--- src/rtl/calendar_pkg.sv ---
// calendar_pkg: parser state, ASCII constants and calendar helpers shared by uart_cmd_parser.
package calendar_pkg;
  typedef enum logic [1:0] {IDLE, DIGITS, TERM, CHECK} state_e;
  localparam logic [7:0] ASCII_CR = 8'h0D;
  localparam logic [7:0] ASCII_LF = 8'h0A;
  localparam logic [7:0] ASCII_0  = 8'h30;
  localparam logic [7:0] ASCII_9  = 8'h39;
  localparam logic [7:0] ASCII_T  = 8'h54;
  localparam logic [7:0] ASCII_TL = 8'h74;
  localparam logic [7:0] ASCII_D  = 8'h44;
  localparam logic [7:0] ASCII_DL = 8'h64;
  localparam logic [7:0] ASCII_K  = 8'h4B;
  localparam logic [7:0] ASCII_E  = 8'h45;
  function automatic logic [4:0] days_in_month(input logic [3:0] month, input logic [6:0] year);
    return (month == 4'd2) ? ((year[1:0] == 2'b00) ? 5'd29 : 5'd28) :
           (month == 4'd4 || month == 4'd6 || month == 4'd9 || month == 4'd11) ? 5'd30 : 5'd31;
  endfunction
  function automatic logic [6:0] bcd2bin(input logic [3:0] tens, input logic [3:0] ones);
    return 7'(tens) * 7'd10 + 7'(ones);
  endfunction
endpackage

--- src/rtl/inter_byte_timer.sv ---
// inter_byte_timer: countdown of the allowed gap between bytes of a frame.
module inter_byte_timer #(
  parameter int unsigned TIMEOUT_CYCLES = 500000
) (
  input  logic clk,
  input  logic rst,
  input  logic reload,
  input  logic run,
  output logic expired
);
  localparam int W = $clog2(TIMEOUT_CYCLES + 1);
  logic [W-1:0] cnt_q, cnt_d;
  always_comb cnt_d = reload ? W'(TIMEOUT_CYCLES - 1) : (run && cnt_q != '0) ? cnt_q - W'(1) : cnt_q;
  always_ff @(posedge clk) begin
    if (rst) cnt_q <= '0;
    else     cnt_q <= cnt_d;
  end
  assign expired = run && cnt_q == '0;
endmodule

--- src/rtl/uart_cmd_parser.sv ---
// uart_cmd_parser: decodes "T/D + 6 digits + CR/LF" set-commands into calendar load strobes.
// Define UART_CMD_ACK_EN to add a single-entry K/E acknowledge register toward the UART transmitter.
module uart_cmd_parser import calendar_pkg::*; #(
  parameter int unsigned CLK_HZ         = 50000000,
  parameter int unsigned TIMEOUT_MS     = 10,
  parameter int unsigned TIMEOUT_CYCLES = CLK_HZ / 1000 * TIMEOUT_MS
) (
  input  logic       CLK,
  input  logic       reset,
  input  logic       rx_valid,
  input  logic [7:0] rx_data,
  input  logic       rx_break,
  output logic       time_load,
  output logic [4:0] hour,
  output logic [5:0] minute,
  output logic [5:0] second,
  output logic       date_load,
  output logic [4:0] day,
  output logic [3:0] month,
  output logic [6:0] year,
  output logic       cmd_error,
  output logic       busy
`ifdef UART_CMD_ACK_EN
  , output logic       ack_valid
  , output logic [7:0] ack_data
  , input  logic       ack_ready
`endif
);
  state_e state_q, state_d;
  logic is_date_q, is_date_d;
  logic [2:0] cnt_q, cnt_d;
  logic [5:0][3:0] dig_q, dig_d;
  logic time_load_q, time_load_d, date_load_q, date_load_d, cmd_error_q, cmd_error_d;
  logic [4:0] hour_q, day_q;
  logic [5:0] minute_q, second_q;
  logic [3:0] month_q;
  logic [6:0] year_q;
  logic is_cmd, is_digit, is_term, expired, abort, take_digit;
  logic [6:0] f0, f1, f2;
  logic time_ok, date_ok, ok;

  assign is_cmd     = rx_data == ASCII_T || rx_data == ASCII_TL || rx_data == ASCII_D || rx_data == ASCII_DL;
  assign is_digit   = rx_data >= ASCII_0 && rx_data <= ASCII_9;
  assign is_term    = rx_data == ASCII_CR || rx_data == ASCII_LF;
  assign abort      = state_q != IDLE && rx_break;
  assign take_digit = state_q == DIGITS && rx_valid && is_digit && !rx_break;

  inter_byte_timer #(.TIMEOUT_CYCLES(TIMEOUT_CYCLES)) u_timer (
    .clk     (CLK),
    .rst     (reset),
    .reload  (rx_valid || state_q == IDLE),
    .run     (state_q == DIGITS || state_q == TERM),
    .expired (expired)
  );

  // Field order in the buffer is hh/mm/ss for time and dd/mm/yy for date.
  assign f0      = bcd2bin(dig_q[0], dig_q[1]);
  assign f1      = bcd2bin(dig_q[2], dig_q[3]);
  assign f2      = bcd2bin(dig_q[4], dig_q[5]);
  assign time_ok = f0 < 7'd24 && f1 < 7'd60 && f2 < 7'd60;
  assign date_ok = f1 >= 7'd1 && f1 <= 7'd12 && f0 >= 7'd1 && f0 <= {2'b00, days_in_month(f1[3:0], f2)};
  assign ok      = is_date_q ? date_ok : time_ok;

  always_ff @(posedge CLK) begin
    if (reset) state_q <= IDLE;
    else       state_q <= state_d;
  end

  always_comb begin
    state_d = state_q;
    if (abort) state_d = IDLE;
    else begin
      case (state_q)
        IDLE:    state_d = (rx_valid && is_cmd) ? DIGITS : IDLE;
        DIGITS:  state_d = rx_valid ? (!is_digit ? IDLE : (cnt_q == 3'd5) ? TERM : DIGITS) : expired ? IDLE : DIGITS;
        TERM:    state_d = rx_valid ? (is_term ? CHECK : IDLE) : expired ? IDLE : TERM;
        default: state_d = IDLE;
      endcase
    end
  end

  always_comb begin
    cmd_error_d = abort ||
                  (state_q == DIGITS && (rx_valid ? !is_digit : expired)) ||
                  (state_q == TERM && (rx_valid ? !is_term : expired)) ||
                  (state_q == CHECK && !ok);
    time_load_d = state_q == CHECK && !rx_break && ok && !is_date_q;
    date_load_d = state_q == CHECK && !rx_break && ok && is_date_q;
  end

  always_comb begin
    is_date_d = (state_q == IDLE && rx_valid && is_cmd) ? (rx_data == ASCII_D || rx_data == ASCII_DL) : is_date_q;
    cnt_d     = (state_q == IDLE) ? 3'd0 : take_digit ? cnt_q + 3'd1 : cnt_q;
    dig_d     = dig_q;
    if (take_digit) dig_d[cnt_q] = rx_data[3:0];
  end

  always_ff @(posedge CLK) begin
    if (reset) begin
      is_date_q   <= 1'b0;
      cnt_q       <= '0;
      dig_q       <= '0;
      time_load_q <= 1'b0;
      date_load_q <= 1'b0;
      cmd_error_q <= 1'b0;
    end else begin
      is_date_q   <= is_date_d;
      cnt_q       <= cnt_d;
      dig_q       <= dig_d;
      time_load_q <= time_load_d;
      date_load_q <= date_load_d;
      cmd_error_q <= cmd_error_d;
    end
  end

  always_ff @(posedge CLK) begin
    if (reset) begin
      hour_q   <= '0;
      minute_q <= '0;
      second_q <= '0;
      day_q    <= '0;
      month_q  <= '0;
      year_q   <= '0;
    end else begin
      if (time_load_d) begin
        hour_q   <= f0[4:0];
        minute_q <= f1[5:0];
        second_q <= f2[5:0];
      end
      if (date_load_d) begin
        day_q   <= f0[4:0];
        month_q <= f1[3:0];
        year_q  <= f2;
      end
    end
  end

  assign time_load = time_load_q;
  assign date_load = date_load_q;
  assign cmd_error = cmd_error_q;
  assign hour      = hour_q;
  assign minute    = minute_q;
  assign second    = second_q;
  assign day       = day_q;
  assign month     = month_q;
  assign year      = year_q;
  assign busy      = state_q != IDLE;

`ifdef UART_CMD_ACK_EN
  logic ack_valid_q;
  logic [7:0] ack_data_q;
  // A fresh result overwrites a pending one even if it is being accepted this cycle.
  always_ff @(posedge CLK) begin
    if (reset) begin
      ack_valid_q <= 1'b0;
      ack_data_q  <= '0;
    end else if (cmd_error_d || time_load_d || date_load_d) begin
      ack_valid_q <= 1'b1;
      ack_data_q  <= cmd_error_d ? ASCII_E : ASCII_K;
    end else if (ack_ready) ack_valid_q <= 1'b0;
  end
  assign ack_valid = ack_valid_q;
  assign ack_data  = ack_data_q;
`endif
endmodule

--- config.mk ---
export PLATFORM = sky130hd
export DESIGN_NAME = uart_cmd_parser
export DESIGN_NICKNAME = d
export VERILOG_FILES = /design/src/rtl/calendar_pkg.sv /design/src/rtl/inter_byte_timer.sv /design/src/rtl/uart_cmd_parser.sv
export SDC_FILE = /design/constraint.sdc
export NUM_CORES = 1
export LEC_CHECK = 0
export ABC_AREA = 1
export BUFFER_PORTS_ARGS = -buffer_cell sky130_fd_sc_hd__buf_2
export CAP_MARGIN = 30
export CELL_PAD_IN_SITES_DETAIL_PLACEMENT = 0
export CELL_PAD_IN_SITES_GLOBAL_PLACEMENT = 1
export CORE_MARGIN = 4
export CORE_UTILIZATION = 35
export CTS_BUF_LIST = sky130_fd_sc_hd__clkbuf_16
export DETAILED_ROUTE_END_ITERATION = 16
export PLACE_DENSITY_LB_ADDON = 0.1
export SYNTH_ARGS = -nofsm -noshare
export SYNTH_HDL_FRONTEND = slang
export SYNTH_HIERARCHICAL = 1
export SYNTH_SLANG_ARGS = --single-unit
--- constraint.sdc ---
create_clock -name CLK -period 7.8 [get_ports CLK]
set_input_delay 1.56 -clock CLK [delete_from_list [all_inputs] [get_ports CLK]]
set_output_delay 1.56 -clock CLK [all_outputs]
set_load 0.005 [all_outputs]
# Yosys cells after proc, flatten, opt, wreduce, memory -nomap -nowiden

Index checks and enable logic that the tools add are counted.

Add/subtract/negate cells: 5
Multiply operators: 3
Magnitude comparators: 11
Equal/unequal tests: 15
Muxes and demuxes: 20
Reduce and logical (&&, ||, !) cells: 50

Operators by type and width:

| operator                | count |
|---|---|
| $mux W19                | 2 |
| $eq A8 B7 Y1 const B    | 4 |
| $bwmux W24              | 1 |
| $logic_and A1 B1 Y1     | 23 |
| $add A7 B4 Y7           | 3 |
| $logic_not A19 Y1       | 1 |
| $reduce_bool A19 Y1     | 1 |
| $sub A19 B1 Y19 const B | 1 |
| $mul A4 B3 Y6 const B   | 3 |
| $eq A8 B4 Y1 const B    | 2 |
| $ge A7 B1 Y1 const B    | 2 |
| $lt A7 B6 Y1 const B    | 2 |
| $mux W2                 | 7 |
| $logic_or A1 B1 Y1      | 13 |
| $demux W4 S3            | 1 |
| $eq A4 B3 Y1 const B    | 2 |
| $eq A4 B4 Y1 const B    | 2 |
| $ge A8 B6 Y1 const B    | 1 |
| $le A8 B6 Y1 const B    | 1 |
| $le A7 B4 Y1 const B    | 1 |
| $le A7 B5 Y1            | 1 |
| $lt A7 B5 Y1 const B    | 1 |
| $mux W1                 | 7 |
| $pmux W2 S3             | 1 |
| other kinds (12)        | 21 |

Bits in registers: 85

# Longest topological paths before layout

Gate-level depths: netlist of run 1.

Depth in word-level cells: 14
Depth in mapped cells: 25
Depth with buffers taken out: 24

# Modules after synthesis

The synthesis of run 1 kept the hierarchy.

Modules (own cells, without submodules):

| module           | instances | cells each | area each (sq um) | seq. area each (sq um) |
|---|---|---|---|---|
| uart_cmd_parser  | 1         | 580        | 3865.0            | 1321.3 |
| inter_byte_timer | 1         | 199        | 1257.5            | 380.4 |

# Worst setup path before layout of run 1

No wires, ideal clock.

Kind: reg-to-reg
From: reg dig_q[8] in the netlist's numbering
To: reg month_q[2] (netlist: month[2])
Data arrival time: 2.876 ns
Setup slack: 4.860 ns
Stages on the path, launching flop included: 22
Clock period less this slack: 2.940 ns
Cell sequence: dfxtp_1 -> ha_1 -> fa_1 -> inv_1 -> nand2_1 -> nor3_1 -> o21ai_0 -> o21ai_0 -> inv_1 -> ha_1 -> a21oi_1 -> nand2_1 -> nand2_1 -> nand2_1 -> o21ai_1 -> nor2_2 -> nand2_2 -> clkinv_4 -> nand4_4 -> buf_2 -> nor2_1 -> nor2_1

Cells in the longest elaborated chain, start to end: 13
Elaborated cells between the ends (all ways): 24
Those cells by class: 1 x add/sub; 1 x mul; 4 x order compare; 5 x eq/ne; 3 x mux; 10 x reduce/logical

Ends and longest elaborated chain:

| what                             | RTL line               | source |
|---|---|---|
| start, declared                  | uart_cmd_parser.sv:32  | `logic [5:0][3:0] dig_q, dig_d;` |
| start signal, assigned           | uart_cmd_parser.sv:109 | `dig_q <= dig_d;` |
| $mul A4 B3 Y6 *                  | calendar_pkg.sv:19     | `return 7'(tens) * 7'd10 + 7'(ones);` |
| $add A7 B4 Y7 *                  | calendar_pkg.sv:19     |  |
| via f1[2]                        | uart_cmd_parser.sv:39  | `logic [6:0] f0, f1, f2;` |
| $eq A4 B3 Y1                     | calendar_pkg.sv:16     | `(month == 4'd4 \|\| month == 4'd6 \|\| month == 4'd9 \|\| month == 4'd11) ? 5'd30 : 5'd31;` |
| $logic_or A1 B1 Y1 (3 in a row)  | calendar_pkg.sv:16     |  |
| $mux W1                          | calendar_pkg.sv:16     |  |
| $mux W2                          | calendar_pkg.sv:15     | `return (month == 4'd2) ? ((year[1:0] == 2'b00) ? 5'd29 : 5'd28) :` |
| $le A7 B5 Y1                     | uart_cmd_parser.sv:61  | `assign date_ok = f1 >= 7'd1 && f1 <= 7'd12 && f0 >= 7'd1 && f0 <= {2'b00, days_in_month(f1[3:0], f2)};` |
| $logic_and A1 B1 Y1              | uart_cmd_parser.sv:61  |  |
| $mux W1                          | uart_cmd_parser.sv:62  | `assign ok = is_date_q ? date_ok : time_ok;` |
| $logic_and A1 B1 Y1 (2 in a row) | uart_cmd_parser.sv:88  | `date_load_d = state_q == CHECK && !rx_break && ok && is_date_q;` |
| end signal, assigned             | uart_cmd_parser.sv:132 | `month_q <= f1[3:0];` |
| end, declared                    | uart_cmd_parser.sv:36  | `logic [3:0] month_q;` |

The timed path passes the listed nets; every way through them passes the cells marked *.
A chain may end at the register's enable or synchronous reset.

# Worst setup path in the final report of run 1

From: reg dig_q[8] in the netlist's numbering
To: reg year_q[0] (netlist: year[0])

Cells in the longest elaborated chain, start to end: 13
Elaborated cells between the ends (all ways): 24
Those cells by class: 1 x add/sub; 1 x mul; 4 x order compare; 5 x eq/ne; 3 x mux; 10 x reduce/logical

Ends and longest elaborated chain:

| what                               | RTL line               | source |
|---|---|---|
| $mul A4 B3 Y6 *                    | calendar_pkg.sv:19     |  |
| $add A7 B4 Y7 *                    | calendar_pkg.sv:19     |  |
| via f1[2]                          | uart_cmd_parser.sv:39  |  |
| $eq A4 B3 Y1                       | calendar_pkg.sv:16     |  |
| $logic_or A1 B1 Y1 (3 in a row)    | calendar_pkg.sv:16     |  |
| $mux W1                            | calendar_pkg.sv:16     |  |
| $mux W2                            | calendar_pkg.sv:15     |  |
| $le A7 B5 Y1                       | uart_cmd_parser.sv:61  |  |
| $logic_and A1 B1 Y1                | uart_cmd_parser.sv:61  |  |
| $mux W1 *                          | uart_cmd_parser.sv:62  |  |
| $logic_and A1 B1 Y1 * (2 in a row) | uart_cmd_parser.sv:88  |  |
| end signal, assigned               | uart_cmd_parser.sv:123 | `year_q <= '0;` |
| end signal, assigned               | uart_cmd_parser.sv:133 | `year_q <= f2;` |
| end, declared                      | uart_cmd_parser.sv:37  | `logic [6:0] year_q;` |

Marked as above.

==> results of run 1 <==
metal layers:
| layer | part of all wire | vias up |
|---|---|---|
| met3 | 0.033 | 14 |
| met1 | 0.53 | 2048 |
| met2 | 0.42 | 63 |
| li1 | - | 2466 |
| met5 | 0 | - |
| met4 | 0.016 | 0 |
worst reg2reg max path, cell delays in order (launching register included):
cell	delay, ps
dfxtp_1	330
ha_1	250
fa_1	540
inv_1	110
nand2_1	70
nor3_1	210
o21ai_0	110
o21ai_0	80
inv_1	60
ha_1	260
a21oi_1	60
nand2_1	50
nand2_1	40
nand2_1	60
o21ai_1	70
nor2_2	100
nand2_2	70
clkinv_4	70
nand4_4	380
nor2_1	270
nor2_1	60
power breakdown:
part	internal, uW	switching (uW)
Combinational	10.0	23.3
Clock	282	187
Sequential	437	3.45
cells in the final DEF (no fill, tap or decap), types with 2 or more instances in the layout:
master,count
nand4_4,2
nand2_2,7
buf_2,48
ha_1,28
inv_1,126
clkinv_1,3
inv_2,3
a21oi_1,28
nand3b_1,6
xnor2_1,4
o21ai_0,35
fa_1,6
clkinv_4,2
nand4_1,6
xor2_1,10
or2_2,2
nand3_1,45
nor4_1,2
nand2_1,179
nor3_1,7
nor2_2,13
nand3_2,2
dfxtp_1,85
o21ai_1,5
clkinvlp_4,2
nor2_1,145
clkbuf_16,9
bufinv_16,2
final timing paths:
path                                   from  cells after the start  slack, ps                        endpoint
max reg2reg           dig_q[8]$_SDFFE_PP0P_                     20       4450            year[0]$_SDFFE_PP0P_
min reg2reg  u_timer/cnt_q[14]$_SDFFE_PP0P_                      2        490  u_timer/cnt_q[14]$_SDFFE_PP0P_
min          u_timer/cnt_q[14]$_SDFFE_PP0P_                      2        490  u_timer/cnt_q[14]$_SDFFE_PP0P_
max                   dig_q[8]$_SDFFE_PP0P_                     20       4450            year[0]$_SDFFE_PP0P_
layout make-up:
cell class                 count  share of cell area
clock buffer                   9              0.0389
clock inverter                 7              0.0169
inverter                     134              0.0883
multi-input combinational    541               0.480
sequential                    85               0.294
tap                          180              0.0389
timing repair buffer          49              0.0428
logic make-up after synthesis:
| kind of cell | count (synthesis) | share of synthesized area |
|---|---|---|
| flops | 85 | 0.332 |
| fa+ha+maj | 34 | 0.0918 |
| mux | 1 | 0.00195 |
| xor+xnor | 14 | 0.0239 |
| compound gates | 73 | 0.0738 |
| simple gates | 419 | 0.351 |
| buf+inv | 153 | 0.126 |
sequential cells by signal (all words and copies together), names as in the netlist:
register       cells
dig_q             24
u_timer/cnt_q     19
year               7
minute             6
second             6
day                5
hour               5
month              4
cnt_q              3
state_q            2
cmd_error          1
date_load          1
is_date_q          1
time_load          1
metrics by stage:
stage	utilization	setup slack, ps	power, uW
after detailed placement	0.387	4420	484
after CTS	0.410	4400	958
after global placement	0.387	4380	484
after global routing	0.410	3930	982
after floorplan	-	4860	472
final	0.410	4450	942
==> metrics.txt, run 1 <==
status=finished clean; endpoints failing setup=0; maximum vdd drop=0.0000915 V; top_reg_cell synth=dfxtp_1; Yosys reg bits=85; wire length per cell=12.2 um; total CTS buffers=9; WP data arrival=3590 ps; Worst Path Max Fanout=33; worst min-delay path category=register to register; 1st-pass router iterations=4; met3 usage=0.0245; Crit Path Class=register to register; Final Hold Viols=0; final HPWL from detailed placement=9.16 mm; Syn Area/Cell=6.58 sq um; crit path cell chain=ha_1 -> fa_1 -> inv_1 -> nand2_1 -> nor3_1 -> o21ai_0 -> o21ai_0 -> inv_1 -> ha_1 -> a21oi_1 -> nand2_1 -> nand2_1 -> nand2_1 -> o21ai_1 -> nor2_2 -> nand2_2 -> clkinv_4 -> nand4_4 -> nor2_1 -> nor2_1; RSZ-0062 raised after global routing=false; Post-synth ARST share=0; fmax=0.298 GHz; number of synthesized flops with an enable pin=0; vias in the first global route=4288; Slowest-stage cell, CP=fa_1; placed insts=989; fillers=1493; PwrDens=163 mW/mm^2; Die Area=0.0166 sq mm; Via Count=4591; Starting DRT DRC Count=251; Die X=129 um; Clk pin slew, worst setup/hold paths=60 ps; post-route DRC violation count=0; largest net degree at the start of global routing=59; top cells by area, synth=dfxtp_1 33%, nand2_1 13%, nor2_1 11%; CTS root buf=clkbuf_16; Reg area=0.00170 sq mm; Multi-input gate area=0.00278 sq mm; Hold Buf Count CTS=0; Cell variety after synth=38; antenna violations before repair=0; Post-CTS Setup Repair Bufs=0; Seq/Total Area, Yosys=0.332; # diodes=0; nets@finish=866; # rows=43; Area Growth Syn to Fin=12.9%; CP top delay family=simple AND/OR/NAND/NOR gates; Rel. slew slack=0.618; Die Height=129 um; num ports=49; wirelength, routed=12.3 mm; Synth top area share=0.332; Synth area leader=dfxtp_1; Post-DP Area=0.00546 sq mm; Netlist Area Pre-Place=0.00512 sq mm; Skew-Pair Late Insertion Delay=350 ps; Initial Util=0.363; Syn Inst Count=779; final critical-path share of the clock period=0.430; Final Slew Violations=0; hold slack=495 ps; setup tns final=0 ps; Detail Route Antenna Nets=0; Leak=0.00308 uW; clock sink count=85; GR Overflow Total=0; Max Root-Sink Buffers=2; startpoint types=register; Worst EP required=8040 ps; Slew @ Worst Pin=572 ps; max cap viols=0; Core ar.=0.0141 sq mm; Buf+Inv Stages, Crit Path=3; CTS tree=yes; GPL Wtd Cong=0.805; share of cells above drive strength 1=0.119; Ys Warns=6; post_cts resized=0; Top Usage Layer GRT=met2; Port Buf Inserts=48; first-pass GRT wire length=20.7 mm; top-count cell post-synth=nand2_1; detail-routed via count per cell=4.57; Tmin final=3350 ps; Finished Cell Area=0.00578 sq mm; most frequent CP cell=nand2_1; Net Count, Synth=825; overall routing resource usage=0.155; non-filler cells, final=1005; CP max stage delay=540 ps; commonest cells in the netlist=179 x nand2_1, 145 x nor2_1, 126 x inv_1, 85 x dfxtp_1, 45 x nand3_1; clock skew=7.37 ps; met2 Use GR=0.237; CP endpoint kind=register; H-tree Lvls=3; routing usage on met1=0.220
Note: power is estimated with default switching activity, not from simulation.
==> inputs of run 2 (changes only) <==
--- a/config.mk
+++ b/config.mk
@@ -5,7 +5,7 @@
 export SDC_FILE = /design/constraint.sdc
 export NUM_CORES = 1
 export LEC_CHECK = 0
-export ABC_AREA = 1
+export ABC_AREA = 0
 export BUFFER_PORTS_ARGS = -buffer_cell sky130_fd_sc_hd__buf_2
 export CAP_MARGIN = 30
 export CELL_PAD_IN_SITES_DETAIL_PLACEMENT = 0
==> constraint.sdc (replaced) <==
create_clock -name CLK -period 3.22 [get_ports CLK]
set_input_delay 0.644 -clock CLK [delete_from_list [all_inputs] [get_ports CLK]]
set_output_delay 0.644 -clock CLK [all_outputs]
set_load 0.005 [all_outputs]
==> metrics.txt, run 2 <==
status=finished, violations left; failing checks=negative setup slack; setup ws final=-19.5 ps (-4470 ps); Ys Warns=6 (unchanged); Skew-Pair Late Insertion Delay=350 ps (about the same); Die Area=0.0153 sq mm (-7.8%); Clk pin slew, worst setup/hold paths=60 ps (about the same); clock sink count=85 (unchanged); Die Height=124 um (-4.0%); total CTS buffers=9 (unchanged); routing usage on met1=0.209 (-0.0113); Buf+Inv Stages, Crit Path=2 (-1); Tmin final=3240 ps (-111 ps); antenna violations before repair=0 (unchanged); clock skew=6.04 ps (-1.33 ps); worst r2r src=dig_q[8]$_SDFFE_PP0P_; Slew @ Worst Pin=619 ps (+47.2 ps); Largest register FFs=24 (unchanged); fmax=0.309 GHz (+3.4%); Core ar.=0.0132 sq mm (-6.4%); detail-routed via count per cell=5.29 (+16%); Cell variety after synth=70 (+84%); Worst EP required=3460 ps (-4580 ps); CP top delay family=adder cells; post-place setup slack=-94.8 ps (-4520 ps); 1st-pass router iterations=4 (unchanged); Yosys reg bits=85 (unchanged); top_reg_cell synth=dfxtp_1; Synth area leader=dfxtp_1; Syn Area/Cell=9.34 sq um (+42%); maximum vdd drop=0.000223 V (+140%); num ports=49 (unchanged); wire length per cell=16.8 um (+37%); Syn Inst Count=503 (-35%); wirelength, routed=12.4 mm (+0.74%); Via Count=3899 (-15%); PwrDens=367 mW/mm^2 (+130%); H-tree Lvls=3 (unchanged); Reg with most FFs=dig_q; GPL Wtd Cong=0.765 (-5.0%); Synth top area share=0.362 (+0.0301); Rel. slew slack=0.587 (-0.0315); Port Buf Inserts=48 (unchanged); non-filler cells, final=737 (-27%); CTS tree=yes; Hold Buf Count CTS=0 (unchanged); top cells by area, synth=dfxtp_1 36%, ha_1 7.5%, mux2i_1 5.5%; Max Root-Sink Buffers=2 (unchanged); Final Slew Violations=0 (unchanged); Top Usage Layer GRT=met2; Net Count, Synth=549 (-33%); worst min-delay path category=register to register; largest net degree at the start of global routing=56 (-5.1%); nets@finish=602 (-30%); Area Growth Syn to Fin=22.4%; endpoints failing setup=3 (+3); Detail Route Antenna Nets=0 (unchanged); crit path cell chain=ha_4 -> fa_2 -> inv_2 -> a211oi_2 -> a31oi_1 -> ha_1 -> a21o_1 -> nand2_1 -> a221oi_2 -> o211ai_2 -> or3_4 -> buf_12 -> mux2_4; Post-synth ARST share=0 (unchanged); most common cell after layout, fill and taps aside=dfxtp_1; # diodes=0 (unchanged); # rows=42 (-2.3%); Final Hold Viols=0 (unchanged); Initial Util=0.356 (-0.00729); max cap viols=0 (unchanged); RSZ-0062 raised after global routing=true; post-route DRC violation count=0 (unchanged); vias in the first global route=3820 (-11%); Netlist Area Pre-Place=0.00470 sq mm (-8.3%); share of cells above drive strength 1=0.262 (+0.143); top-count cell post-synth=dfxtp_1; first-pass GRT wire length=19.7 mm (-4.6%); most frequent cells in the layout=84 x dfxtp_1, 48 x buf_2, 44 x nor2_1; placed insts=716 (-28%); Die X=124 um (-4.0%); Crit Path Class=register to register; CTS root buf=clkbuf_16; GR Overflow Total=0 (unchanged); Worst Path Max Fanout=5 (-85%); total power=2110 uW (+120%); Slowest-stage cell, CP=fa_2; met2 Use GR=0.286 (+0.0490); CP endpoint kind=register; CP max stage delay=560 ps (+20 ps); Worst Hold Launch=month[3]$_SDFFE_PP0P_; overall routing resource usage=0.168 (+0.0129); setup tns final=-41.5 ps (-41.5 ps); Seq/Total Area, Yosys=0.362 (+0.0301); final critical-path share of the clock period=1.01 (+0.576); number of synthesized flops with an enable pin=0 (unchanged); WP data arrival=3480 ps (-110 ps); Leak=0.00227 uW (-26%); Critical Path Start=dig_q[8]$_SDFFE_PP0P_; met3 usage=0.0263 (+0.00185); Starting DRT DRC Count=183 (-27%); final HPWL from detailed placement=8.76 mm (-4.4%); startpoint types=register; commonest cells in the netlist=85 x dfxtp_1, 44 x nor2_1, 28 x ha_1, 28 x nor4_1
run 2: cell count changes after synthesis, moves of 25 or more:
cell     delta
nand3_1    -39
nor2_1    -101
o21ai_0    -27
mux2i_1    +25
nor4_1     +26
nand2_1   -154
inv_1     -105
run 2: cell families after synthesis:
group / count (synthesis) / synth area share
flops: 85 / 0.362
mux: 31 / 0.0674
compound gates: 86 / 0.140
simple gates: 183 / 0.222
buf+inv: 55 / 0.0495
fa+ha+maj: 34 / 0.100
xor+xnor: 29 / 0.0586
run 2: layer usage:
layer | part of all wire | routed length [um]
met5 | 0 | 0
met3 | 0.033 | 408
met1 | 0.45 | 5560
met2 | 0.50 | 6170
met4 | 0.021 | 255
run 2: layout make-up:
class                           count  area, sq um
Clock buffer                        9          225
Clock inverter                      7         50.0
Fill cell                        1311         7440
Inverter                           22         82.6
Multi-Input combinational cell    363         2960
Sequential cell                    85         1710
Tap cell                          176          220
Timing Repair Buffer               75          502
run 2: report_power, final:
part | internal, uW | switching [uW]
Combinational | 21.8 | 49.0
Sequential | 1060 | 6.03
Clock | 525 | 452
run 2: worst paths after layout:
| path | end | slack, ps | depth (start not counted) |
|---|---|---|---|
| worst max-delay path | year[5]$_SDFFE_PP0P_ | -20 | 13 |
| worst min-delay path | month[3]$_SDFFE_PP0P_ | 460 | 2 |
| worst max register to register | year[5]$_SDFFE_PP0P_ | -20 | 13 |
| worst min register to register | month[3]$_SDFFE_PP0P_ | 460 | 2 |
run 2: worst reg2reg max path, delay by kind of cell (launching register included):
kind / cells / cell delay (ps)
adder cells (fa/ha/maj): 3 / 1010
AO/OA/AOI/OAI: 5 / 780
AND/OR/NAND/NOR: 2 / 460
flip-flops: 1 / 370
multiplexers: 1 / 290
buffers and inverters: 2 / 210
run 2: what timing repair did:
action,4_1_cts,5_1_grt
pin swaps,2,14
endpoints found under the setup margin,8,33
gates cloned,0,3
buffers inserted,1,1
gates resized for setup,10,26
run 2: per-stage QoR:
step	utilization	hold slack [ps]	area [sq um]
after global placement	0.394	460	5200
after global routing	0.436	504	5750
after CTS	0.419	466	5530
after floorplan	-	455	4730
final	0.436	463	5750
after detailed placement	0.394	456	5200
